<file path="config.mk">
export PLATFORM = sky130hd
export DESIGN_NAME = des_dec_key_sched_flat
export DESIGN_NICKNAME = d
export VERILOG_FILES = /design/src/rtl/des_dec_key_sched_pkg.sv /design/src/rtl/des_dec_key_sched_if.sv /design/src/rtl/des_dec_key_sched_pc2.sv /design/src/rtl/des_dec_key_sched.sv /design/src/flat_wrapper.sv
export SDC_FILE = /design/constraint.sdc
export NUM_CORES = 1
export LEC_CHECK = 0
export BUFFER_PORTS_ARGS = -buffer_cell sky130_fd_sc_hd__buf_2
export CAP_MARGIN = 15
export CORE_ASPECT_RATIO = 0.7
export CORE_MARGIN = 2
export CORE_UTILIZATION = 29
export CTS_BUF_LIST = sky130_fd_sc_hd__clkbuf_4 sky130_fd_sc_hd__clkbuf_8
export DETAILED_ROUTE_END_ITERATION = 10
export SETUP_SLACK_MARGIN = 0.5
export SLEW_MARGIN = 20
export SYNTH_ARGS = -nofsm -noshare
export SYNTH_HDL_FRONTEND = slang
export SYNTH_SLANG_ARGS = --single-unit
</file>
<file path="constraint.sdc">
create_clock -name clk -period 1.7 [get_ports clk]
set_input_delay 0 -clock clk [delete_from_list [all_inputs] [get_ports clk]]
set_output_delay 0 -clock clk [all_outputs]
set_load 0.01 [all_outputs]
</file>
<file path="src/rtl/des_dec_key_sched_pkg.sv">
// Shared DES key-schedule tables (FIPS 46-3) used by the encrypt and decrypt schedulers.
// Table entries are 1-based FIPS bit numbers; bit 1 is the MSB of each vector.
package des_pkg;

  localparam int DES_ROUNDS = 16;

  localparam int PC1 [56] = '{
    57, 49, 41, 33, 25, 17,  9,
     1, 58, 50, 42, 34, 26, 18,
    10,  2, 59, 51, 43, 35, 27,
    19, 11,  3, 60, 52, 44, 36,
    63, 55, 47, 39, 31, 23, 15,
     7, 62, 54, 46, 38, 30, 22,
    14,  6, 61, 53, 45, 37, 29,
    21, 13,  5, 28, 20, 12,  4
  };

  localparam int PC2 [48] = '{
    14, 17, 11, 24,  1,  5,
     3, 28, 15,  6, 21, 10,
    23, 19, 12,  4, 26,  8,
    16,  7, 27, 20, 13,  2,
    41, 52, 31, 37, 47, 55,
    30, 40, 51, 45, 33, 48,
    44, 49, 39, 56, 34, 53,
    46, 42, 50, 36, 29, 32
  };

  // Encrypt-order left-rotation amounts for rounds 1..16.
  localparam int SHIFT [DES_ROUNDS] = '{1, 1, 2, 2, 2, 2, 2, 2, 1, 2, 2, 2, 2, 2, 2, 1};

  typedef enum logic {
    IDLE = 1'b0,
    EMIT = 1'b1
  } sched_state_e;

  // Decrypt step idx undoes the encrypt rotation of round 16-idx.
  function automatic logic rshift_is_one(input logic [3:0] idx);
    return SHIFT[DES_ROUNDS-1-int'(idx)] == 1;
  endfunction

endpackage

</file>
<file path="src/rtl/des_dec_key_sched_if.sv">
// Load/handshake bundle between the key scheduler and its requester/consumer.
interface des_dec_key_sched_if;
  logic        start;
  logic [63:0] key;
  logic [47:0] subkey;
  logic        subkey_valid;
  logic        subkey_ready;
  logic [4:0]  round;
  logic        busy;
  logic        done;

  modport master (
    output start, key, subkey_ready,
    input  subkey, subkey_valid, round, busy, done
  );

  modport slave (
    input  start, key, subkey_ready,
    output subkey, subkey_valid, round, busy, done
  );
endinterface

</file>
<file path="src/rtl/des_dec_key_sched_pc2.sv">
// PC-2 permutation: 56-bit {C,D} to 48-bit subkey, pure wiring.
module des_pc2
  import des_pkg::*;
(
  input  logic [55:0] cd,
  output logic [47:0] k
);

  for (genvar i = 0; i < 48; i++) begin : g_bit
    assign k[47-i] = cd[56-PC2[i]];
  end

endmodule

</file>
<file path="src/rtl/des_dec_key_sched.sv">
// Iterative DES decryption key scheduler: emits K16..K1, one per valid/ready transfer.
module des_dec_key_sched
  import des_pkg::*;
(
  input  logic                clk,
  input  logic                rst_n,
  des_dec_key_sched_if.slave  bus
);

  logic [55:0]  key_pc1;
  sched_state_e state_q, state_d;
  logic [27:0]  c_q, c_d, d_q, d_d;
  logic [3:0]   idx_q, idx_d;
  logic         done_q, done_d;

  for (genvar i = 0; i < 56; i++) begin : g_pc1
    assign key_pc1[55-i] = bus.key[64-PC1[i]];
  end

  // C16/D16 equal C0/D0, so the loaded PC-1 value already yields K16.
  always_comb begin
    state_d = state_q;
    c_d     = c_q;
    d_d     = d_q;
    idx_d   = idx_q;
    done_d  = 1'b0;
    case (state_q)
      IDLE: begin
        if (bus.start) begin
          c_d     = key_pc1[55:28];
          d_d     = key_pc1[27:0];
          idx_d   = 4'd0;
          state_d = EMIT;
        end
      end
      EMIT: begin
        if (bus.subkey_ready) begin
          if (idx_q == 4'd15) begin
            state_d = IDLE;
            done_d  = 1'b1;
          end else begin
            if (rshift_is_one(idx_q)) begin
              c_d = {c_q[0], c_q[27:1]};
              d_d = {d_q[0], d_q[27:1]};
            end else begin
              c_d = {c_q[1:0], c_q[27:2]};
              d_d = {d_q[1:0], d_q[27:2]};
            end
            idx_d = idx_q + 4'd1;
          end
        end
      end
      default: state_d = IDLE;
    endcase
  end

  always_ff @(posedge clk or negedge rst_n) begin
    if (!rst_n) begin
      state_q <= IDLE;
      c_q     <= '0;
      d_q     <= '0;
      idx_q   <= '0;
      done_q  <= 1'b0;
    end else begin
      state_q <= state_d;
      c_q     <= c_d;
      d_q     <= d_d;
      idx_q   <= idx_d;
      done_q  <= done_d;
    end
  end

  des_pc2 u_pc2 (
    .cd ({c_q, d_q}),
    .k  (bus.subkey)
  );

  assign bus.subkey_valid = (state_q == EMIT);
  assign bus.busy         = (state_q == EMIT);
  assign bus.done         = done_q;
  assign bus.round        = (state_q == EMIT) ? (5'd16 - {1'b0, idx_q}) : 5'd0;

endmodule

</file>
<file path="src/flat_wrapper.sv">
// flat-port wrapper written by rule: the top's interface ports become plain ports
module des_dec_key_sched_flat import des_pkg::*;
  (clk, rst_n, bus_start, bus_key, bus_subkey_ready, bus_subkey, bus_subkey_valid, bus_round, bus_busy, bus_done);
  des_dec_key_sched_if bus_i ();
  input  logic clk;
  input  logic rst_n;
  input wire logic [$bits(bus_i.start)-1:0] bus_start;
  input wire logic [$bits(bus_i.key)-1:0] bus_key;
  input wire logic [$bits(bus_i.subkey_ready)-1:0] bus_subkey_ready;
  output wire logic [$bits(bus_i.subkey)-1:0] bus_subkey;
  output wire logic [$bits(bus_i.subkey_valid)-1:0] bus_subkey_valid;
  output wire logic [$bits(bus_i.round)-1:0] bus_round;
  output wire logic [$bits(bus_i.busy)-1:0] bus_busy;
  output wire logic [$bits(bus_i.done)-1:0] bus_done;
  assign bus_i.start = bus_start;
  assign bus_i.key = bus_key;
  assign bus_i.subkey_ready = bus_subkey_ready;
  assign bus_subkey = bus_i.subkey;
  assign bus_subkey_valid = bus_i.subkey_valid;
  assign bus_round = bus_i.round;
  assign bus_busy = bus_i.busy;
  assign bus_done = bus_i.done;
  des_dec_key_sched u_core (.clk(clk), .rst_n(rst_n), .bus(bus_i));
endmodule
</file>
==> run summary, run 1 <==
The number of flip-flops and latches in the synthesized netlist is 62. The number of buffer cells added on primary ports is 115. After detailed routing, the total wire length is 11500 um. The run finished, with violations left. Once detailed placement completed, the half-perimeter wirelength came to 6970 um. The number of hold violations in the final report is 0. The clock-pin slew of the registers on the worst-case setup and hold paths came out at 0.07 ns. The number of nets handed over by synthesis was approximately 480. The via count of the first global-routing pass came out at 3478. The timing-limited maximum frequency came out at around 550 MHz.

The worst register-to-register path ends at u_core.c_q[8]. The tree is rooted in a sky130_fd_sc_hd__clkbuf_8. The time the final worst path needs with I/O delays and setup is 1.81 ns. The source of the critical timing path is u_core.idx_q[0]. In this run the critical register-to-register path is launched from u_core.idx_q[0]. The count of flip-flops with a built-in enable after synthesis is 0. The leakage power of the design came out at 2.37 nW.

On the critical path, the stage with the largest delay is an instance of sky130_fd_sc_hd__dfrtp_1. The initial cell density of the core is 0.297. The number of nets in the final layout came out at between 600 and 700.

The checks that failed: negative setup slack. The commonest cells after synthesis are sky130_fd_sc_hd__dfrtp_1, sky130_fd_sc_hd__nand3_1, sky130_fd_sc_hd__mux2i_1, sky130_fd_sc_hd__nand2_1, sky130_fd_sc_hd__o211ai_1. The share of synthesized area in the top cell type comes to 0.396. The vias per cell came out at between 4 and 5. The total number of vias came out at 3492. 0 antenna diodes ended up in the layout. Of the synthesized area, sequential elements account for 0.396. At the worst endpoint, the required time is approximately 1.9 ns. The final number of max-transition violations came out at 0. Grouping stages by cell kind, the critical path spends the most delay in buffers and inverters. After synthesis, the netlist uses 27 different library cells. Sorting the synthesized cells by area gives the leading types as sky130_fd_sc_hd__dfrtp_1, sky130_fd_sc_hd__mux2i_1, sky130_fd_sc_hd__o211ai_1. Setup repair after global routing could not meet its margin everywhere.

The largest total area in the synthesized netlist belongs to sky130_fd_sc_hd__dfrtp_1. The finished layout cell area came out at 5490 um^2. The delay contributed by the slowest stage of the critical path came out at approximately 0.42 ns.

Setup violations remaining at the end of the flow were counted as 57. The transition time of the tightest slew-check pin came out at around 0.44 ns. The global-route usage over all layers came out at 0.157. The length of the first detailed-routing pass in iterations came out at 7. In this run the vertical extent of the chip is about 100 um.

The max-cap violation count is 0. After detailed routing, the average wire length per cell comes to 15.7 um. For this run, design rule violations remaining after detail routing come to 0. The final worst slack is -0.114 ns. The library cell with the highest instance count after synthesis is sky130_fd_sc_hd__dfrtp_1. At the end of routability-driven placement, the weighted congestion stood at 0.782.

The share of layout cells above drive strength 1 came out at 0.325. Dividing the final minimum period by the clock period gives 1.07. The antenna violation net count after detailed routing came out at 0. STA puts the critical path data arrival time at 2.03 ns. The synthesized netlist occupies a cell area of 3920 um^2. Counting every instance in the synthesized netlist gives 410. The wire length of the first global-routing pass is 17800 um. After floorplanning, the core was sized to cover about 13000 um^2. STA classifies the critical path startpoint as a flip-flop.

Compared with the post-synthesis result, the final layout area differs by 40.2%. The flip-flop cell with the highest count after synthesis is sky130_fd_sc_hd__dfrtp_1. The final hold slack came out at 0.200 ns. The total of warnings raised by yosys came out at 0. In this run the worst path has a maximum fanout of 11.

The initial antenna violation count came to 0. The largest vdd supply drop came out at 0.487 mV. TritonCTS built the clock tree. The row count is 35.

The count of clock tree sinks is 62. For the worst-skew pair, the clock arrives at the later sink with an insertion delay of about 0.34 ns. The total placed instance area came out at 4390 um^2. Averaged over all synthesized cells, the footprint is 9.55 um^2. Counting both buffers and inverters, the worst setup path holds a total of 3. In this run the number of H-tree levels came out at 3. The die footprint came out at about 14000 um^2.

The remaining global-route overflow is 0. The critical path goes through inv_2 -> ha_1 -> nand3b_1 -> o211ai_4 -> buf_12 -> clkbuf_16 -> mux2i_1 -> o211ai_1. STA classifies the critical path endpoint as a flip-flop. The pin count of the biggest net entering global routing came out at between 60 and 70. The worst setup timing slack at the placement stage is -0.103 ns.

The worst clock skew on the final layout is between 0.01 and 0.015 ns. The die boundary width is 143 um. Pin placement for this block handled roughly 120 I/O pins. The maximum clock path buffer count is 2. By startpoint and endpoint, the worst setup path is classified as flip-flop to flip-flop. The flop-to-flop setup slack is -0.11 ns. The first routing iteration left 113 violations. The type of the tightest min-delay check is primary input to async pin. Buffers inserted during clock tree synthesis total 9. The total power divided by cell area came out at around 1600 nW/um^2. The async set-or-reset flop fraction in the synthesized netlist came out at 1.00. The worst slew margin relative to its limit is 0.705. For the worst flop-to-flop path, the logic depth is 8.
## how the worst max path moves through the flow
stage | end | slack [ns] | depth (start not counted)
5_1_grt | u_core.c_q[8] | -0.18 | 8
3_3_place_gp | u_core.c_q[24] | -0.07 | 7
6_report | u_core.c_q[8] | -0.11 | 8
2_1_floorplan | u_core.c_q[24] | -0.009 | 8
3_5_place_dp | u_core.c_q[16] | -0.10 | 7
4_1_cts | u_core.d_q[21] | -0.10 | 8
## per-stage QoR
stage | power (mW) | instances | util | TNS [ns]
2_1_floorplan | 5.72 | 410 | - | -0.0272
3_3_place_gp | 6.23 | 645 | 0.333 | -2.02
3_5_place_dp | 6.34 | 645 | 0.333 | -3.49
4_1_cts | 8.27 | 726 | 0.406 | -3.41
5_1_grt | 9.14 | 730 | 0.417 | -9.10
6_report | 8.55 | 730 | 0.417 | -4.20
## state kept, by name, summed over array words and instances (netlist names)
name             flops
u_core.c_q          28
u_core.bus.done      1
u_core.bus.busy      1
u_core.d_q          28
u_core.idx_q         4
## metal layers
metal | part of all wire | GRT usage | routed length (um) | vias to the layer above
met5 | 0 | 0 | 0 | -
met4 | 0.0051 | 0.0350 | 59 | 0
met3 | 0.048 | 0.0392 | 546 | 8
met2 | 0.47 | 0.261 | 5390 | 113
met1 | 0.48 | 0.208 | 5490 | 1696
li1 | - | - | - | 1675
## worst reg2reg max path: cells and delay by family, from the launching register on
family	cells	cell delay, ns
flops	1	0.42
mux	1	0.20
fa+ha+maj	1	0.15
simple gates	1	0.12
buf+inv	3	0.50
compound gates	2	0.30
## cell type report
class,instances,area [um^2]
clock buffer,11,151
clock inverter,4,70.1
fill,1297,7690
inverter,5,18.8
multi-input combinational,260,1830
sequential,62,1550
tap,185,231
timing repair buffer,203,1640
## cells by family (layout without fill, tap and decap cells)
logic type                 after synthesis  count (layout)  share of synthesized area
adders and majority gates                4               4                     0.0128
buffers and inverters                   88             223                      0.157
xor gates and xnor gates                 3               3                    0.00671
DFF                                     62              62                      0.396
AOI/OAI and AO/OA                       61              61                      0.119
and+or+nand+nor                        136             136                      0.165
muxes                                   56              56                      0.143
## placed cells by master, fill, tap and decap left out, types with 2 or more instances in the layout
master,synthesis,routed
sky130_fd_sc_hd__buf_2,8,115
sky130_fd_sc_hd__dfrtp_1,62,61
sky130_fd_sc_hd__nand3_1,60,60
sky130_fd_sc_hd__dlygate4sd3_1,0,59
sky130_fd_sc_hd__nand2_1,56,56
sky130_fd_sc_hd__mux2i_1,56,53
sky130_fd_sc_hd__o211ai_1,53,53
sky130_fd_sc_hd__buf_4,52,12
sky130_fd_sc_hd__clkbuf_8,0,11
sky130_fd_sc_hd__buf_12,4,7
sky130_fd_sc_hd__and2_1,4,4
sky130_fd_sc_hd__nor2_1,6,4
sky130_fd_sc_hd__buf_16,0,4
sky130_fd_sc_hd__inv_1,5,3
sky130_fd_sc_hd__o211ai_2,4,3
sky130_fd_sc_hd__clkbuf_16,0,3
sky130_fd_sc_hd__inv_2,0,2
sky130_fd_sc_hd__nor3_1,2,2
sky130_fd_sc_hd__xnor2_1,3,2
sky130_fd_sc_hd__nand4_1,2,2
sky130_fd_sc_hd__o21ai_0,2,2
sky130_fd_sc_hd__a21oi_1,2,2
sky130_fd_sc_hd__mux2i_4,0,2
sky130_fd_sc_hd__ha_1,4,2
sky130_fd_sc_hd__bufinv_16,0,2
sky130_fd_sc_hd__clkinv_2,0,2
sky130_fd_sc_hd__buf_6,2,2
## where the power goes
group	internal (mW)	switching (mW)
Clock	0.893	0.585
Sequential	2.06	0.690
Combinational	2.27	2.04
## timing repair
item,in CTS,in global routing
hold endpoints to repair,120,0
hold buffers,59,0
resized for setup,9,9
cloned,3,3
buffers inserted,4,1
endpoints found under the setup margin,66,67
pin swaps,6,4
No activity file was read; power rests on OpenSTA's default activity.
==> run 2: changes to the inputs <==
--- a/config.mk
+++ b/config.mk
@@ -9,9 +9,10 @@
 export CAP_MARGIN = 15
 export CORE_ASPECT_RATIO = 0.7
 export CORE_MARGIN = 2
-export CORE_UTILIZATION = 29
+export CORE_UTILIZATION = 43
 export CTS_BUF_LIST = sky130_fd_sc_hd__clkbuf_4 sky130_fd_sc_hd__clkbuf_8
 export DETAILED_ROUTE_END_ITERATION = 10
+export PLACE_DENSITY = 0.72
 export SETUP_SLACK_MARGIN = 0.5
 export SLEW_MARGIN = 20
 export SYNTH_ARGS = -nofsm -noshare
==> constraint.sdc (replaced) <==
create_clock -name clk -period 1.55 [get_ports clk]
set_input_delay 0 -clock clk [delete_from_list [all_inputs] [get_ports clk]]
set_output_delay 0 -clock clk [all_outputs]
set_load 0.01 [all_outputs]
==> run 2 against run 1 <==
Sequential power is 8.0% higher. Global-route usage is 5.9 points higher. Clock skew hardly changed. Largest cell class unchanged. Critical endpoint is now u_core.c_q[7]. Final cell count is 7.0% lower. Design area is 0.52% higher. Total power is 12% higher. The run still ends with negative setup slack left. Register-to-register slack worse by 0.18 ns. Combinational power is 18% higher.
==> run summary, run 2 (synthesis results as in run 1) <==
The vias per cell came out at 5.28 (was 4.78). The maximum clock path buffer count came out at 2 (unchanged). Leading registers by flop count: u_core.c_q (28), u_core.d_q (28), u_core.idx_q (4) (unchanged).

Unrepaired setup endpoints after global routing: true (unchanged). The die footprint is 9900 um^2 (was 14500 um^2). The remaining design rule violation count came out at 0 (unchanged). The clock tree from TritonCTS is done (unchanged). The core area came out at 8960 um^2 (was 13200 um^2). The worst slew margin relative to its limit is 0.756 (was 0.705).

The total power divided by cell area was 1730 nW/um^2 (was 1560 nW/um^2). The worst clock skew on the final layout is 0.0102 ns (was 0.0105 ns). The via count of the first global-routing pass is 3486 (was 3478). The total I/O pin count came out at 124 (unchanged).

The data required time of the critical path is 1.79 ns (was 1.92 ns). The number of diodes was 0 (unchanged). The instance count after placement with tap cells included is 589 (was 645).

The row count came to 29 (was 35). The data arrival at the endpoint of the critical path is 2.08 ns (was 2.03 ns). The transition time of the tightest slew-check pin was 0.366 ns (was 0.442 ns). The multi-input gate area in the final layout came out at 1870 um^2 (was 1830 um^2). The die boundary width was 118 um (was 143 um). The count of clock tree sinks is 62 (unchanged). The final number of max-transition violations came to 0 (unchanged).

The maximum fanout along the worst path was 14 (was 11). The type of the tightest min-delay check was primary input to async pin (unchanged). The global-route usage over all layers is 0.215 (was 0.157). The timing-limited maximum frequency came out at 542 MHz (was 551 MHz). The leakage power of the design is 2.41 nW (was 2.37 nW). The insertion delay of the later-clocked pin in the worst-skew pair came out at 0.36 ns (was 0.34 ns).

The number of standard cells in the layout, taps in and fillers out came out at 679 (was 730). The global placement routability congestion is 0.814 (was 0.782). Commonest cells after routing, fill and taps aside: sky130_fd_sc_hd__buf_2, sky130_fd_sc_hd__dfrtp_1, sky130_fd_sc_hd__nand3_1 (unchanged). The proportion of power drawn by combinational gates was 0.534 (was 0.505). The startpoint kind of the worst setup timing path is a flip-flop (unchanged). The depth of the CTS H-tree is 3 (unchanged). The combined flip-flop and latch cell area came to 1550 um^2 (unchanged).

The relative contribution of the clock network to total power is 0.154 (was 0.173). The number of fillers in the final layout is 741 (was 1297). The share of layout cells above drive strength 1 came out at 0.346 (was 0.325). The antenna violation net count after detailed routing came out at 0 (unchanged). The number of hold violations in the final report came to 0 (unchanged). The length of the first detailed-routing pass in iterations came out at 4 (was 7). The design internal power is 5.75 mW (was 5.23 mW). The most frequent standard cell in the layout excluding fill and tap cells is sky130_fd_sc_hd__buf_2 (unchanged). The initial cell density of the core was 0.437 (was 0.297). The placed wire-length estimate after detailed placement is 6320 um (was 6970 um). Violated checks: negative setup slack (unchanged). The root buffer selected by CTS is sky130_fd_sc_hd__clkbuf_8 (unchanged). The total number of vias was 3584 (was 3492).

The total chip power came out at 9.53 mW (was 8.55 mW). The initial antenna violation count is 0 (unchanged). The final worst slack came out at -0.296 ns (was -0.114 ns). The clock-pin slew of the registers on the worst-case setup and hold paths is 0.08 ns (was 0.07 ns). The number of buffers inserted during clock tree synthesis was 9 (unchanged).

The pin count of the biggest net entering global routing came to 63 (unchanged). The number of nets in the final layout is 622 (was 613). The critical path endpoint category is a flip-flop (unchanged). The worst setup timing slack at the placement stage came out at -0.244 ns (was -0.103 ns). The remaining global-route overflow was 0 (unchanged).

The average detailed-routed wire length per instance came to 16.1 um (was 15.7 um). The number of buffer cells added on primary ports is 115 (unchanged). The count of final setup violators is 60 (was 57). The die outline height is 83.8 um (was 101 um).

The power share of the sequential group is 0.312 (was 0.322). The count of routing violations after the opening detailed-route iteration is 259 (was 113). The net switching share of the total power is 0.397 (was 0.388). The post-detailed-routing wire length was 10900 um (was 11500 um). The portion of the clock cycle consumed by the worst path in the final layout is 1.19 (was 1.07).

The max-cap violation count came out at 0 (unchanged). The area growth from synthesis to final layout came out at 40.9% (was 40.2%). The largest vdd supply drop is 0.636 mV (was 0.487 mV). The critical path class was flip-flop to flip-flop (unchanged). The time the final worst path needs with I/O delays and setup is 1.85 ns (was 1.81 ns). The final sum of negative setup slack came out at -14.47 ns (was -4.20 ns). The wire length of the first global-routing pass was 17300 um (was 17800 um). The net switching component of the power was 3.78 mW (was 3.32 mW). Run status: finished, violations left (unchanged).
-- run 2: path summary, 6_finish.rpt --
path,slack [ns],end,cells after the start,from
min in group clk,0.40,u_core.c_q[14],4,bus_key[46]
setup / recovery,-0.30,u_core.c_q[7],8,u_core.idx_q[1]
hold / removal,0.18,u_core.idx_q[3],3,rst_n
hold reg to reg,0.55,u_core.d_q[18],2,u_core.d_q[18]
max in group asynchronous,1.06,u_core.d_q[16],3,rst_n
setup reg to reg,-0.30,u_core.c_q[7],8,u_core.idx_q[1]
-- run 2: timing repair --
item,in CTS,in global routing
pin swaps,10,11
hold buffers,59,0
hold endpoints to repair,120,0
resized for setup,17,17
setup endpoints to repair,69,69
cloned,2,5
buffers inserted,5,3
-- run 2: final cells by class --
class,count,share of cell area
clock buffer,9,0.0224
sequential,62,0.281
multi-input combinational,260,0.339
inverter,5,0.00340
tap,124,0.0281
clock inverter,7,0.0134
timing repair buffer,212,0.312
-- run 2: per-stage QoR --
step	utilization	instance area [um^2]	hold slack (ns)
6_report	0.616	5520	0.180
5_1_grt	0.616	5520	0.216
4_1_cts	0.592	5300	0.208
3_5_place_dp	0.486	4360	0.0469
3_3_place_gp	0.486	4360	0.0452
2_1_floorplan	-	3930	-0.296
-- run 2: routing by layer --
metal  global-route usage  wire length (um)  vias to the layer above
met5                    0                 0                        -
met4               0.0471               117                        0
met3               0.0608               653                       11
met2                0.338              5160                      120
met1                0.297              4990                     1759
li1                     -                 -                     1694
-- run 2: critical path, cell delays in order (launching register included) --
cell,delay [ns]
sky130_fd_sc_hd__dfrtp_1,0.42
sky130_fd_sc_hd__inv_2,0.11
sky130_fd_sc_hd__ha_4,0.14
sky130_fd_sc_hd__nand3b_1,0.13
sky130_fd_sc_hd__o211ai_4,0.26
sky130_fd_sc_hd__buf_4,0.18
sky130_fd_sc_hd__clkbuf_16,0.18
sky130_fd_sc_hd__mux2i_1,0.20
sky130_fd_sc_hd__o211ai_1,0.10
-- run 2: power groups by stage --
stage	combinational [mW]	clock, mW	sequential [mW]
6_report	5.10	1.46	2.97
5_1_grt	5.52	1.56	3.08
4_1_cts	4.59	1.48	2.92
3_5_place_dp	4.00	0	2.95
3_3_place_gp	3.88	0	2.94
2_1_floorplan	3.53	0	2.76
